[src/rtl/halt_sequencer_pkg.sv]
// Shared encodings for the halt sequencer: panel mode switch values, halt causes
// and the sequencer FSM state type.
package halt_pkg;

    localparam logic [1:0] MODE_RUN   = 2'b00;
    localparam logic [1:0] MODE_CYC   = 2'b01;
    localparam logic [1:0] MODE_INSTR = 2'b10;
    localparam logic [1:0] MODE_BURST = 2'b11;

    localparam logic [1:0] CAUSE_NONE = 2'b00;
    localparam logic [1:0] CAUSE_STEP = 2'b01;
    localparam logic [1:0] CAUSE_BP   = 2'b10;
    localparam logic [1:0] CAUSE_INIT = 2'b11;

    typedef enum logic [1:0] {
        ST_INIT   = 2'b00,
        ST_HALTED = 2'b01,
        ST_RUN    = 2'b10,
        ST_STEP   = 2'b11
    } state_e;

    // Index width that stays legal for a single breakpoint channel.
    function automatic int idx_width(input int n);
        return (n > 1) ? $clog2(n) : 1;
    endfunction

endpackage

[src/rtl/halt_sequencer_panel_sync_debounce.sv]
// Generic front-panel conditioner: SYNC_STAGES-deep synchroniser, debouncer that
// accepts a value after DEBOUNCE_CYC identical samples, and a rising-edge pulse.
module panel_sync_debounce #(
    parameter int SYNC_STAGES  = 2,
    parameter int DEBOUNCE_CYC = 4,
    parameter int W            = 1
) (
    input  logic         o_clk,
    input  logic         o_resetn,
    input  logic [W-1:0] async_i,
    output logic [W-1:0] stable_o,
    output logic [W-1:0] stable_nxt_o,
    output logic [W-1:0] rise_o
);

    localparam int CNT_W = $clog2(DEBOUNCE_CYC + 1);

    logic [SYNC_STAGES-1:0][W-1:0] sync_q;
    logic [W-1:0]                  sync_s;
    logic [W-1:0]                  samp_q;
    logic [CNT_W-1:0]              run_q;
    logic [CNT_W-1:0]              run_d;
    logic [W-1:0]                  stable_q;
    logic [W-1:0]                  stable_d;
    logic [W-1:0]                  rise_q;
    logic [W-1:0]                  rise_d;

    assign sync_s = sync_q[SYNC_STAGES-1];

    // Run length counts how many consecutive identical synchronised samples were seen.
    always_comb begin
        run_d    = run_q;
        stable_d = stable_q;
        if (sync_s == samp_q) begin
            run_d = (run_q == CNT_W'(DEBOUNCE_CYC)) ? run_q : run_q + 1'b1;
        end else begin
            run_d = CNT_W'(1);
        end
        if ((run_d == CNT_W'(DEBOUNCE_CYC)) && (sync_s != stable_q)) begin
            stable_d = sync_s;
        end else begin
            stable_d = stable_q;
        end
        rise_d = stable_d & ~stable_q;
    end

    // Synchroniser chain and debounce state.
    always_ff @(posedge o_clk or negedge o_resetn) begin
        if (!o_resetn) begin
            sync_q   <= '0;
            samp_q   <= '0;
            run_q    <= '0;
            stable_q <= '0;
            rise_q   <= '0;
        end else begin
            sync_q   <= {sync_q[SYNC_STAGES-2:0], async_i};
            samp_q   <= sync_s;
            run_q    <= run_d;
            stable_q <= stable_d;
            rise_q   <= rise_d;
        end
    end

    assign stable_o     = stable_q;
    assign stable_nxt_o = stable_d;
    assign rise_o       = rise_q;

endmodule

[src/rtl/halt_sequencer.sv]
// Single-step / halt sequencer feeding the CPU clock gate: conditions panel inputs,
// runs the free-run / cycle / instruction / burst step FSM and arbitrates breakpoints.
module halt_sequencer
    import halt_pkg::*;
#(
    parameter int SYNC_STAGES  = 2,
    parameter int DEBOUNCE_CYC = 4,
    parameter int N_BP         = 4,
    parameter int BURST_W      = 8
) (
    input  logic                       o_clk,
    input  logic                       o_resetn,
    input  logic                       i_btnStep,
    input  logic [1:0]                 i_swMode,
    input  logic [BURST_W-1:0]         i_burstCount,
    input  logic [N_BP-1:0]            i_bpHitN,
    input  logic [N_BP-1:0]            i_bpEnable,
    input  logic                       i_ctrlInstrFinishedN,
    output logic                       o_halt,
    output logic [1:0]                 o_haltCause,
    output logic [idx_width(N_BP)-1:0] o_bpIdx,
    output logic                       o_running
);

    localparam int IDX_W    = idx_width(N_BP);
    localparam int INIT_CYC = SYNC_STAGES + DEBOUNCE_CYC;
    localparam int INIT_W   = $clog2(INIT_CYC + 1);

    logic             press_s;
    logic             btn_stable_unused;
    logic             btn_nxt_unused;
    logic [1:0]       mode_s;
    logic [1:0]       mode_nxt_s;
    logic [1:0]       mode_rise_unused;
    logic [N_BP-1:0]  hit_vec_s;
    logic             bp_hit_s;
    logic [IDX_W-1:0] bp_low_s;
    logic             step_done_s;
    logic [BURST_W-1:0] burst_load_s;

    state_e             state_q;
    logic               halt_q;
    logic [1:0]         cause_q;
    logic [IDX_W-1:0]   bp_idx_q;
    logic               running_q;
    logic [1:0]         step_mode_q;
    logic [BURST_W-1:0] cnt_q;
    logic [INIT_W-1:0]  init_cnt_q;

    panel_sync_debounce #(
        .SYNC_STAGES  (SYNC_STAGES),
        .DEBOUNCE_CYC (DEBOUNCE_CYC),
        .W            (1)
    ) u_btn (
        .o_clk        (o_clk),
        .o_resetn     (o_resetn),
        .async_i      (i_btnStep),
        .stable_o     (btn_stable_unused),
        .stable_nxt_o (btn_nxt_unused),
        .rise_o       (press_s)
    );

    panel_sync_debounce #(
        .SYNC_STAGES  (SYNC_STAGES),
        .DEBOUNCE_CYC (DEBOUNCE_CYC),
        .W            (2)
    ) u_mode (
        .o_clk        (o_clk),
        .o_resetn     (o_resetn),
        .async_i      (i_swMode),
        .stable_o     (mode_s),
        .stable_nxt_o (mode_nxt_s),
        .rise_o       (mode_rise_unused)
    );

    // Breakpoint arbitration: lowest enabled hitting channel wins.
    always_comb begin
        hit_vec_s = ~i_bpHitN & i_bpEnable;
        bp_hit_s  = |hit_vec_s;
        bp_low_s  = '0;
        for (int i = N_BP - 1; i >= 0; i--) begin
            bp_low_s = hit_vec_s[i] ? IDX_W'(i) : bp_low_s;
        end
    end

    // Completion condition of the step currently in progress.
    always_comb begin
        step_done_s  = 1'b1;
        burst_load_s = (i_burstCount == '0) ? BURST_W'(1) : i_burstCount;
        case (step_mode_q)
            MODE_CYC:   step_done_s = 1'b1;
            MODE_INSTR: step_done_s = ~i_ctrlInstrFinishedN;
            MODE_BURST: step_done_s = (cnt_q == BURST_W'(1));
            default:    step_done_s = 1'b1;
        endcase
    end

    // Sequencer FSM with registered halt, cause, index and running outputs.
    always_ff @(posedge o_clk or negedge o_resetn) begin
        if (!o_resetn) begin
            state_q     <= ST_INIT;
            halt_q      <= 1'b1;
            cause_q     <= CAUSE_INIT;
            bp_idx_q    <= '0;
            running_q   <= 1'b0;
            step_mode_q <= MODE_RUN;
            cnt_q       <= '0;
            init_cnt_q  <= '0;
        end else begin
            case (state_q)
                ST_INIT: begin
                    // The mode debouncer settles on this same edge, so use its next value.
                    if (init_cnt_q == INIT_W'(INIT_CYC - 1)) begin
                        if (mode_nxt_s == MODE_RUN) begin
                            state_q   <= ST_RUN;
                            halt_q    <= 1'b0;
                            running_q <= 1'b1;
                            cause_q   <= CAUSE_NONE;
                        end else begin
                            state_q   <= ST_HALTED;
                            cause_q   <= CAUSE_STEP;
                        end
                    end else begin
                        init_cnt_q <= init_cnt_q + 1'b1;
                    end
                end
                ST_HALTED: begin
                    if (press_s) begin
                        halt_q      <= 1'b0;
                        running_q   <= 1'b1;
                        cause_q     <= CAUSE_NONE;
                        bp_idx_q    <= '0;
                        step_mode_q <= mode_s;
                        cnt_q       <= burst_load_s;
                        state_q     <= (mode_s == MODE_RUN) ? ST_RUN : ST_STEP;
                    end
                end
                ST_RUN: begin
                    if (bp_hit_s) begin
                        state_q   <= ST_HALTED;
                        halt_q    <= 1'b1;
                        running_q <= 1'b0;
                        cause_q   <= CAUSE_BP;
                        bp_idx_q  <= bp_low_s;
                    end else if (mode_s != MODE_RUN) begin
                        state_q   <= ST_HALTED;
                        halt_q    <= 1'b1;
                        running_q <= 1'b0;
                        cause_q   <= CAUSE_STEP;
                    end
                end
                ST_STEP: begin
                    if (bp_hit_s || step_done_s) begin
                        state_q   <= ST_HALTED;
                        halt_q    <= 1'b1;
                        running_q <= 1'b0;
                        cause_q   <= bp_hit_s ? CAUSE_BP : CAUSE_STEP;
                        bp_idx_q  <= bp_hit_s ? bp_low_s : bp_idx_q;
                    end else begin
                        cnt_q <= cnt_q - 1'b1;
                    end
                end
                default: begin
                    state_q   <= ST_INIT;
                    halt_q    <= 1'b1;
                    running_q <= 1'b0;
                    cause_q   <= CAUSE_INIT;
                end
            endcase
        end
    end

    // A breakpoint stops the hitting instruction in the same cycle.
    assign o_halt      = halt_q | (bp_hit_s & running_q);
    assign o_haltCause = cause_q;
    assign o_bpIdx     = bp_idx_q;
    assign o_running   = running_q;

endmodule

[config.mk]
export PLATFORM = sky130hd
export DESIGN_NAME = halt_sequencer
export DESIGN_NICKNAME = d
export VERILOG_FILES = /design/src/rtl/halt_sequencer_pkg.sv /design/src/rtl/halt_sequencer_panel_sync_debounce.sv /design/src/rtl/halt_sequencer.sv
export SDC_FILE = /design/constraint.sdc
export NUM_CORES = 1
export LEC_CHECK = 0
export ABC_AREA = 1
export CORE_ASPECT_RATIO = 1.75
export CORE_MARGIN = 2
export CORE_UTILIZATION = 45
export CTS_BUF_LIST = sky130_fd_sc_hd__clkbuf_8
export DETAILED_ROUTE_END_ITERATION = 10
export PLACE_DENSITY_LB_ADDON = 0.15
export REMOVE_ABC_BUFFERS = 1
export SLEW_MARGIN = 20
export SYNTH_ARGS = -nofsm -noshare
export SYNTH_HDL_FRONTEND = slang
export SYNTH_SLANG_ARGS = --single-unit
export TNS_END_PERCENT = 100
[constraint.sdc]
create_clock -name o_clk -period 2.25 [get_ports o_clk]
set_clock_uncertainty 0.1 [all_clocks]
set_input_delay 0.225 -clock o_clk [delete_from_list [all_inputs] [get_ports o_clk]]
set_output_delay 0.225 -clock o_clk [all_outputs]
set_load 0.02 [all_outputs]
; After elaboration in Yosys (flattened, before gate mapping)
; Cells that the tools add are included.
[word_totals]
ff_bits = 40
input_bits = 22
out_inout_bits = 6
[classes]
n_addsub = 4
eq_ne = 21
n_mux = 47
bitwise_logic = 8
n_reduce_logical = 17
[ops]
columns = cell, count
row1 = two-way mux 2 bit, 18
row2 = two-way mux 8 bit, 3
row3 = one-hot mux 2 bit (4 select lines), 2
row4 = one-hot mux 8 bit (2 select lines), 1
row5 = == test 3 bit (second input constant), 5
row6 = two-way mux 1 bit, 15
row7 = two-way mux 3 bit, 4
row8 = adder 3 x 1 -> 3 bit (second input constant), 3
row9 = == test 2 bit (second input constant), 4
row10 = == test 8 x 1 -> 1 bit (second input constant), 1
row11 = zero test 8 bit, 1
row12 = inequality test 2 bit (second input constant), 4
row13 = one-hot mux 1 bit (4 select lines), 2
row14 = subtractor 8 x 1 -> 8 bit (second input constant), 1
row15 = zero test 2 bit, 3
row16 = one-hot mux 2 bit (3 select lines), 1
row17 = AND reduction 3 bit, 2
row18 = AND reduction 5 bit, 1
row19 = AND 4 bit, 1
row20 = NOT 4 bit, 1
row21 = AND reduction 2 bit, 2
row22 = AND reduction 4 bit, 1
row23 = nonzero test 2 bit, 2
row24 = OR reduction 4 bit, 1
row25 = other kinds (14), 18

; Depth between registers and ports, before layout
; Gate-level depths: netlist of the first run.
[logic_depth]
word_depth = 10
mapped_depth = 14
mapped_depth_nobuf = 14

; Modules after synthesis
; A second synthesis of the first run with hierarchy kept.
[unflattened]
hier_cells = 276
hier_area_um2 = 2314.7
[modules_own_cells]
columns = mod, n_inst, cells_per_inst, area_per_inst_um2, seq_area_each_um2
row1 = halt_sequencer, 1, 176, 1401.3, 529.3
row2 = panel_sync_debounce (u_mode), 1, 60, 556.8, 325.3
row3 = panel_sync_debounce (u_btn), 1, 40, 356.6, 200.2

; Least setup slack after synthesis of the first run
; Ideal clock, no wire load.
[synth_timing]
kind = reg-to-reg
startpoint = register u_mode.run_q[0]
endpoint = register running_q, in the netlist o_running
arrival_time_ns = 1.348
path_slack_ns = 0.684
stages_incl_launch_ff = 14
n_path_buf = 0
synth_period_minus_slack_ns = 1.566
cell_sequence = dfrtp_1 inv_1 ha_1 nand2_1 nand2_1 nand2_1 nor2_2 nand3_1 nand2_1 nand2_1 nand2_2 nand2_2 nand2_1 nand2_1
[synth_between]
elab_chain_cells = 9
word_cells_on_any_way = 10
classes_between = 1 x add/sub / 3 x eq/ne / 3 x mux / 3 x reduce/logical
[synth_rtl]
columns = element, line
row1 = "start, declared", halt_sequencer_panel_sync_debounce.sv:21  ; logic [CNT_W-1:0] run_q;
row2 = "start signal, assigned", halt_sequencer_panel_sync_debounce.sv:58  ; run_q <= run_d;
row3 = adder 3 x 1 -> 3 bit / == test 3 bit (equally long branches), halt_sequencer_panel_sync_debounce.sv:35  ; run_d = (run_q == CNT_W'(DEBOUNCE_CYC)) ? run_q : run_q + 1'b1;
row4 = two-way mux 3 bit (*), halt_sequencer_panel_sync_debounce.sv:35
row5 = two-way mux 3 bit (*), halt_sequencer_panel_sync_debounce.sv:34  ; if (sync_s == samp_q) begin
row6 = == test 3 bit (*), halt_sequencer_panel_sync_debounce.sv:39  ; if ((run_d == CNT_W'(DEBOUNCE_CYC)) && (sync_s != stable_q)) begin
row7 = logical AND 1 bit (*), halt_sequencer_panel_sync_debounce.sv:39
row8 = two-way mux 2 bit (*), halt_sequencer_panel_sync_debounce.sv:39
row9 = zero test 2 bit (*), halt_sequencer.sv:114  ; if (mode_nxt_s == MODE_RUN) begin
row10 = inequality test 2 bit (no line) (*), --
row11 = AND reduction 5 bit (no line) (*), --
row12 = "end signal, assigned", halt_sequencer.sv:105  ; running_q <= 1'b0;
row13 = "end signal, assigned", halt_sequencer.sv:117  ; running_q <= 1'b1;
row14 = "end signal, assigned", halt_sequencer.sv:130  ; running_q <= 1'b1;
row15 = "end, declared", halt_sequencer.sv:45  ; logic running_q;
; Every way passes the cells marked *; elsewhere a longest branch is shown, timed or not.
; A chain may end at the register's enable or synchronous reset.

; Worst setup path after layout of the first run
[layout_timing]
startpoint = input port i_bpEnable[2]
endpoint = output port o_halt
[layout_between]
elab_chain_cells = 4
[layout_rtl]
columns = element, line
row1 = "start, declared", halt_sequencer.sv:17  ; input logic [N_BP-1:0] i_bpEnable,
row2 = AND 4 bit, halt_sequencer.sv:78  ; hit_vec_s = ~i_bpHitN & i_bpEnable;
row3 = OR reduction 4 bit, halt_sequencer.sv:79  ; bp_hit_s = |hit_vec_s;
row4 = AND 1 bit, halt_sequencer.sv:174  ; assign o_halt = halt_q | (bp_hit_s & running_q);
row5 = bitwise OR 1 bit, halt_sequencer.sv:174
row6 = "end, declared", halt_sequencer.sv:19  ; output logic o_halt,
; Every way passes these cells.

==> results of run 1 <==
==> through the flow <==
stage                     std cells  worst slack (ps)
final                           325               166
after floorplan                 237               684
after global routing            325              26.5
after global placement          316               173
after detailed placement        316               141
after CTS                       325               144
==> kinds of logic after synthesis <==
logic type	count (synthesis)	synth area share
xor gates and xnor gates	5	0.0215
AOI/OAI and AO/OA	32	0.0880
and+or+nand+nor	115	0.265
adders and majority gates	8	0.0492
DFF	40	0.494
buffers and inverters	40	0.0818
==> per-layer routing <==
layer | track usage | up-vias | wire (um)
met5 | 0 | - | 0
met4 | 0.0688 | 0 | 71
met3 | 0.0435 | 6 | 113
met2 | 0.303 | 21 | 2060
met1 | 0.187 | 730 | 1520
li1 | - | 829 | -
==> worst max-delay path, stage by stage <==
cell,delay (ps)
sky130_fd_sc_hd__clkdlybuf4s50_1,460
sky130_fd_sc_hd__inv_1,50
sky130_fd_sc_hd__o21ai_1,210
sky130_fd_sc_hd__nor2_2,80
sky130_fd_sc_hd__o21bai_1,120
sky130_fd_sc_hd__clkdlybuf4s50_1,610
==> worst paths after layout <==
check / end / startpoint / slack, ps / depth (start not counted)
min reg2reg: u_mode.sync_s[1] / u_mode.sync_q[1] / 250 / 0
max in group asynchronous: o_bpIdx[1] / o_resetn / 1040 / 2
min in group asynchronous: u_mode.run_q[0] / o_resetn / 470 / 2
max reg2reg: o_running / u_mode.run_q[0] / 520 / 13
max: o_halt / i_bpEnable[2] / 170 / 6
min: u_mode.sync_s[1] / u_mode.sync_q[1] / 250 / 0
==> Yosys cell counts, drive strengths merged <==
cell type and n:
a31oi 1, nand3 15, o21ai 22, dfrtp 37
o22ai 1, or2 3, ha 8, nor3 1
o21bai 1, a21oi 3, nand4 3, nor2 19
buf 3, nor4 1, xor2 2, nand2 68
and2 1, nand3b 4, xnor2 3, o211ai 4
inv 37, dfstp 3
==> power by group <==
group / internal, mW / switching [mW]
Sequential: 0.941 / 0.148
Combinational: 0.401 / 0.580
Clock: 0.334 / 0.259
Total: 1.68 / 0.987
==> repair_timing <==
| item | 4_1_cts | 5_1_grt |
|---|---|---|
| hold buffers | 1 | 0 |
| endpoints found under the hold margin | 37 | 0 |
| gates resized for setup | 0 | 0 |
==> state kept, by name, indices dropped and copies added (netlist names), 2 cells and up <==
register and flops:
o_haltCause 2, u_mode.samp_q 2, u_mode.stable_o 2, step_mode_q 2, u_btn.run_q 3, cnt_q 8, u_mode.sync_q 2, o_bpIdx 2
u_mode.run_q 3, u_mode.sync_s 2, init_cnt_q 3, state_q 2
==> final cells by class <==
| class | instances | area, um2 | share of cell area |
|---|---|---|---|
| Tap cell | 51 | 63.8 | 0.0259 |
| Clock buffer | 5 | 68.8 | 0.0279 |
| Multi-Input combinational cell | 160 | 862 | 0.349 |
| Sequential cell | 40 | 1000 | 0.407 |
| Clock inverter | 3 | 46.3 | 0.0188 |
| Timing Repair Buffer | 29 | 283 | 0.115 |
| Inverter | 37 | 139 | 0.0563 |
==> results.txt, run 1 <==
- The floorplan step defined a die boundary enclosing 5090 um2.
- Worst Path Arrival: about 1800 ps
* Global-route usage over all layers: 0.173
* Unrepaired setup endpoints after global routing: false
- The number of antenna violations at the first check in global routing was 0.
* Total half-perimeter wirelength after legalization and detailed placement: between 2000 and 3000 um
* Total I/O pin count: 28
- Number of hold violations in the final report: 0
* Total congestion overflow after global routing: 0
- PortBufs: 27
- 0 antenna diodes ended up in the layout.
- Iteration count of the initial detailed-routing pass: 4
- At the later pin of the worst-skew pair, clock insertion delay measures 300 ps.
* Wire length per cell: approximately 12 um
* Number of clock buffers inserted by TritonCTS: 5
- Summed negative setup slack over all endpoints: 0 ps
* CP Class: in -> out
* Die outline height: 92.9 um
- At the end of the flow, the number of nets in the layout was slightly above 300.
- Static leakage power: ~1.2 nW
* #FFs+latches synth: 40
- Root Buffer: sky130_fd_sc_hd__clkbuf_8
- Synthesis produced a netlist whose cell count is 240.
- Setup violations remaining at the end of the flow were counted as 0.
* Util after Layout: 0.565
- Initial DRC Count: 21
* Maximum vdd drop: between 0.9 and 1 mV
* # DRC: 0
* Number of setup buffers added after CTS: 0
- Starting Density: 0.466
* Portion of the clock cycle consumed by the worst path in the final layout: 0.926
* Core area: 4360 um2
- In this run the core area contains 32 standard-cell rows.
* Run status: finished, final reports clean
* Wire length of the first global-routing pass: 6360 um
- At the worst endpoint, the required time is between 1500 and 2000 ps.
- Wires add up to about 3800 um.
- The share of the Yosys chip area taken by registers is 0.494.
* Clock transition at the registers of the reported paths: around 80 ps
- Total Power Consumption: around 2.7 mW
- Gp weighted congestion: 0.779
- Worst setup SP type: input port
- Number of antenna-violating nets in the routed design: 0
- The via count of the first global-routing pass was approximately 1600.
- Pin count of the biggest net entering global routing: 41
* Layout cells sized above 1: 0.131
* Netlist area before placement: 2030 um2
- Number of max-capacitance violations reported: 0
* Final slew viol count: 0
* Crit end category: primary output
- For this block, the via count after detailed routing is around 1600.
* Synth top area share: 0.455
- During synthesis, Yosys emitted a total of 0 warnings.
- Filler instances: approximately 410
* CTS H-tree lvls: 2
* Max_slew headroom: 0.428
- Placed cell area: approximately 2300 um2
* Total power divided by cell area: between 1000 and 1500 nW/um2
- The path class of the tightest hold or removal check is reg -> reg.
* Area overhead of the layout relative to synthesis: 21.4%
* Actual transition at the worst max-transition pin: between 800 and 900 ps
* Average vias per placed instance: a little under 5
- Most used cells in the layout excluding fill and tap cells: 60 x sky130_fd_sc_hd__nand2_1, 37 x sky130_fd_sc_hd__dfrtp_1, 33 x sky130_fd_sc_hd__inv_1, 26 x sky130_fd_sc_hd__clkdlybuf4s50_1, 20 x sky130_fd_sc_hd__o21ai_0
- Final min period: 2080 ps
- Most common library cell in the layout ignoring fill and taps: sky130_fd_sc_hd__nand2_1
- Maximum fanout count along the critical path: 3
- A synthesized cell averages between 8 and 9 um2.
- Hold Worst Slack: roughly 250 ps
- Area of all placed cells without fillers: 2470 um2
- Buffer levels on the longest clock path: 2
- CTS tree: yes
- Library cell with the largest summed area after synthesis: sky130_fd_sc_hd__dfrtp_1
- The clock net in this run drives a total of 40 sinks.
- Top cells by area in the synthesized netlist: sky130_fd_sc_hd__dfrtp_1 46%, sky130_fd_sc_hd__nand2_1 11%, sky130_fd_sc_hd__inv_1 6.1%
- Yosys mapped the design onto 31 distinct sky130hd cell types.
* Die W: 54.8 um
* Achievable frequency: between 400 and 500 MHz
Power figures use the tool's default switching activity.
==> run 2, diff against run 1 <==
--- a/config.mk
+++ b/config.mk
@@ -6,6 +6,7 @@
 export NUM_CORES = 1
 export LEC_CHECK = 0
 export ABC_AREA = 1
+export ABC_CLOCK_PERIOD_IN_PS = 2250
 export CORE_ASPECT_RATIO = 1.75
 export CORE_MARGIN = 2
 export CORE_UTILIZATION = 45
==> results of run 2 <==
Same layout as run 1: the final DEF is identical, and so are final timing and power.
==> run 3, diff against run 2 <==
--- a/config.mk
+++ b/config.mk
@@ -7,11 +7,12 @@
 export LEC_CHECK = 0
 export ABC_AREA = 1
 export ABC_CLOCK_PERIOD_IN_PS = 2250
+export CAP_MARGIN = 20
 export CORE_ASPECT_RATIO = 1.75
-export CORE_MARGIN = 2
 export CORE_UTILIZATION = 45
 export CTS_BUF_LIST = sky130_fd_sc_hd__clkbuf_8
 export DETAILED_ROUTE_END_ITERATION = 10
+export MAX_ROUTING_LAYER = met4
 export PLACE_DENSITY_LB_ADDON = 0.15
 export REMOVE_ABC_BUFFERS = 1
 export SLEW_MARGIN = 20
==> run 3 against run 2 <==
Combinational power grew 0.4%. Final area grew 0.15%. Register-to-register slack is essentially flat. Power shrank 0.19%. Critical endpoint unchanged. Clock power shrank 2%. Flip-flop and latch count is the same.
==> results.txt, run 3 (same netlist as run 1, synthesis figures left out) <==
- Run status: finished, final reports clean
- From synthesis to final layout, the design area changed by 21.5%.
- # nets final: just over 300
* Antenna fix cells: 0
- Static leakage power: about 1.2 nW
- CP Class: in -> out
* Wire length after detailed routing: 3770 um
* Total half-perimeter wirelength after legalization and detailed placement: 2920 um
- The die covers 4800 um2.
* Hold_sp: u_mode.sync_q[0]
- Wire length per cell: 11.6 um
- Most common library cell in the layout ignoring fill and taps: sky130_fd_sc_hd__nand2_1
- The largest individual stage delay along the critical path comes from the cell sky130_fd_sc_hd__clkdlybuf4s50_1.
- Final slew viol count: 0
- Achievable frequency: 480 MHz
* Crit end category: primary output
- The die is 52.8 um wide.
* Worst setup SP type: input port
* Global-route usage over all layers: 0.189
- Actual transition at the worst max-transition pin: approximately 490 ps
- Non-filler cells, final: 326
- Of the cells placed in the final design, the portion with a size suffix greater than 1 is 0.135.
- Final min period: 2080 ps
- After routing the design area is 2470 um2.
- Root Buffer: sky130_fd_sc_hd__clkbuf_8
- Peak per-stage delay on the critical path: ~600 ps
* Number of flip-flops under the largest register name: 8
* Average vias per placed instance: slightly below 5
- The congestion estimate from routability-driven global placement came to 0.793.
* Most used cells in the layout excluding fill and tap cells: 60 x sky130_fd_sc_hd__nand2_1, 37 x sky130_fd_sc_hd__dfrtp_1, 33 x sky130_fd_sc_hd__inv_1, 26 x sky130_fd_sc_hd__clkdlybuf4s50_1, 20 x sky130_fd_sc_hd__o21ai_0
* Die outline height: ~91 um
- The floorplan has 32 rows.
- Traced cell by cell, the critical path runs through clkdlybuf4s50_1 -> inv_1 -> o21ai_1 -> nor2_2 -> o21bai_1 -> clkdlybuf4s50_1.
- STA puts the critical path data required time at approximately 1900 ps.
* Initial DRC Count: 16
- The via count of the first global-routing pass is around 1500.
* Number of clock buffers inserted by TritonCTS: 5
- The startpoint identified for the worst register-to-register timing path is u_mode.run_q[0].
* Core area: 4360 um2
- Power comes to about 2.7 mW.
- Total power divided by cell area: approximately 1100 nW/um2
* Gate family responsible for the most delay along the worst path: buffers and inverters
* Filler instances: roughly 440
- Vias post-DR: between 1500 and 2000
* Path type of the worst min-delay path: reg -> reg
- Cell mode on critical path: sky130_fd_sc_hd__clkdlybuf4s50_1
- Along the worst hold path, the cell count comes to 0.
- For the final routed database, the setup TNS stands at 0 ps.
- For this configuration, the core starts out at a cell density of 0.466.
- Worst reg-to-reg setup slack: approximately 500 ps
* Max_slew headroom: 0.676
- The first global-routing pass estimated between 6000 and 7000 um of wire.
* Combined buffer and inverter count along the critical path: 3
- Total congestion overflow after global routing: 0
- Placed cell area: between 2000 and 2500 um2
- Total I/O pin count: 28
- Setup violations remaining at the end of the flow were counted as 0.
- Clock sink count: 40
- The detail route stage leaves a number of antenna-violating nets equal to 0.
- Total of cells resized after clock tree synthesis: 0
- Pin count of the biggest net entering global routing: 41
* Clock transition at the registers of the reported paths: about 70 ps
- Source-to-sink clock delay at the later pin of the worst-skew pair: between 200 and 300 ps
- Worst Hold Path EP: u_mode.sync_s[0]
* Reg2reg path depth: 13
- TritonCTS built the clock tree.
- # DRC: 0
* Count of placed standard cells including taps: 317
- During placement, the flow inserted port buffers numbering 27.
- The H-tree generated during clock tree synthesis spans 2 levels.
- Setup repair after global routing left no endpoint under its margin.
* Number of hold violations in the final report: 0
* Maximum vdd drop: 0.848 mV
- Number of max-capacitance violations reported: 0
* Worst flop-to-flop path endpoint: o_running
- Portion of the clock cycle consumed by the worst path in the final layout: 0.926
* Largest register by flop count: cnt_q
- For this run, the detailed router's first-pass iteration total came to 4.
- Data arrives at the worst endpoint at between 1500 and 2000 ps.
- The number of antenna violations at the first check in global routing came to 0.
- Of all nets on the critical path, the largest fanout is 3.
- Buffer levels on the longest clock path: 2
-- run 3: worst max-delay path by stage --
stage                         start        end  slack (ps)  cells past startpoint
floorplan           u_mode.run_q[0]  o_running         680                     13
finish                i_bpEnable[2]     o_halt         170                      6
CTS                   i_bpEnable[2]     o_halt         150                      6
global placement      i_bpEnable[2]     o_halt         180                      6
detailed placement    i_bpEnable[2]     o_halt         160                      6
global route          i_bpEnable[2]     o_halt          80                      6
-- run 3: power breakdown --
| group | leakage (nW) | internal, mW | switching (mW) |
|---|---|---|---|
| clock network | 0.0541 | 0.328 | 0.254 |
| registers | 0.483 | 0.941 | 0.150 |
| logic | 0.669 | 0.402 | 0.583 |
-- run 3: layout make-up --
| type | instances | area [um2] | area share |
|---|---|---|---|
| Clock buffer | 5 | 68.8 | 0.0278 |
| Clock inverter | 3 | 42.5 | 0.0172 |
| Tap cell | 51 | 63.8 | 0.0258 |
| Multi-Input combinational cell | 160 | 862 | 0.349 |
| Timing Repair Buffer | 30 | 290 | 0.117 |
| Inverter | 37 | 139 | 0.0562 |
| Sequential cell | 40 | 1000 | 0.407 |
-- run 3: routing by layer --
layer,wire (um),global-route usage,vias up
met3,101,0.0421,8
met4,79,0.0833,0
met1,1540,0.203,723
met2,2050,0.319,20
li1,-,-,822
met5,0,-,-
-- run 3: stage by stage --
stage	utilization	worst slack (ps)	hold slack (ps)
2_1_floorplan	-	684	-171
3_3_place_gp	0.538	177	210
3_5_place_dp	0.538	155	209
4_1_cts	0.566	154	254
5_1_grt	0.566	76.3	251
6_report	0.566	167	250
-- run 3: timing repair --
action | CTS | global route
hold buffers | 1 | 0
endpoints found under the setup margin | 0 | 0
hold endpoints to repair | 37 | 0
setup buffers | 0 | 0
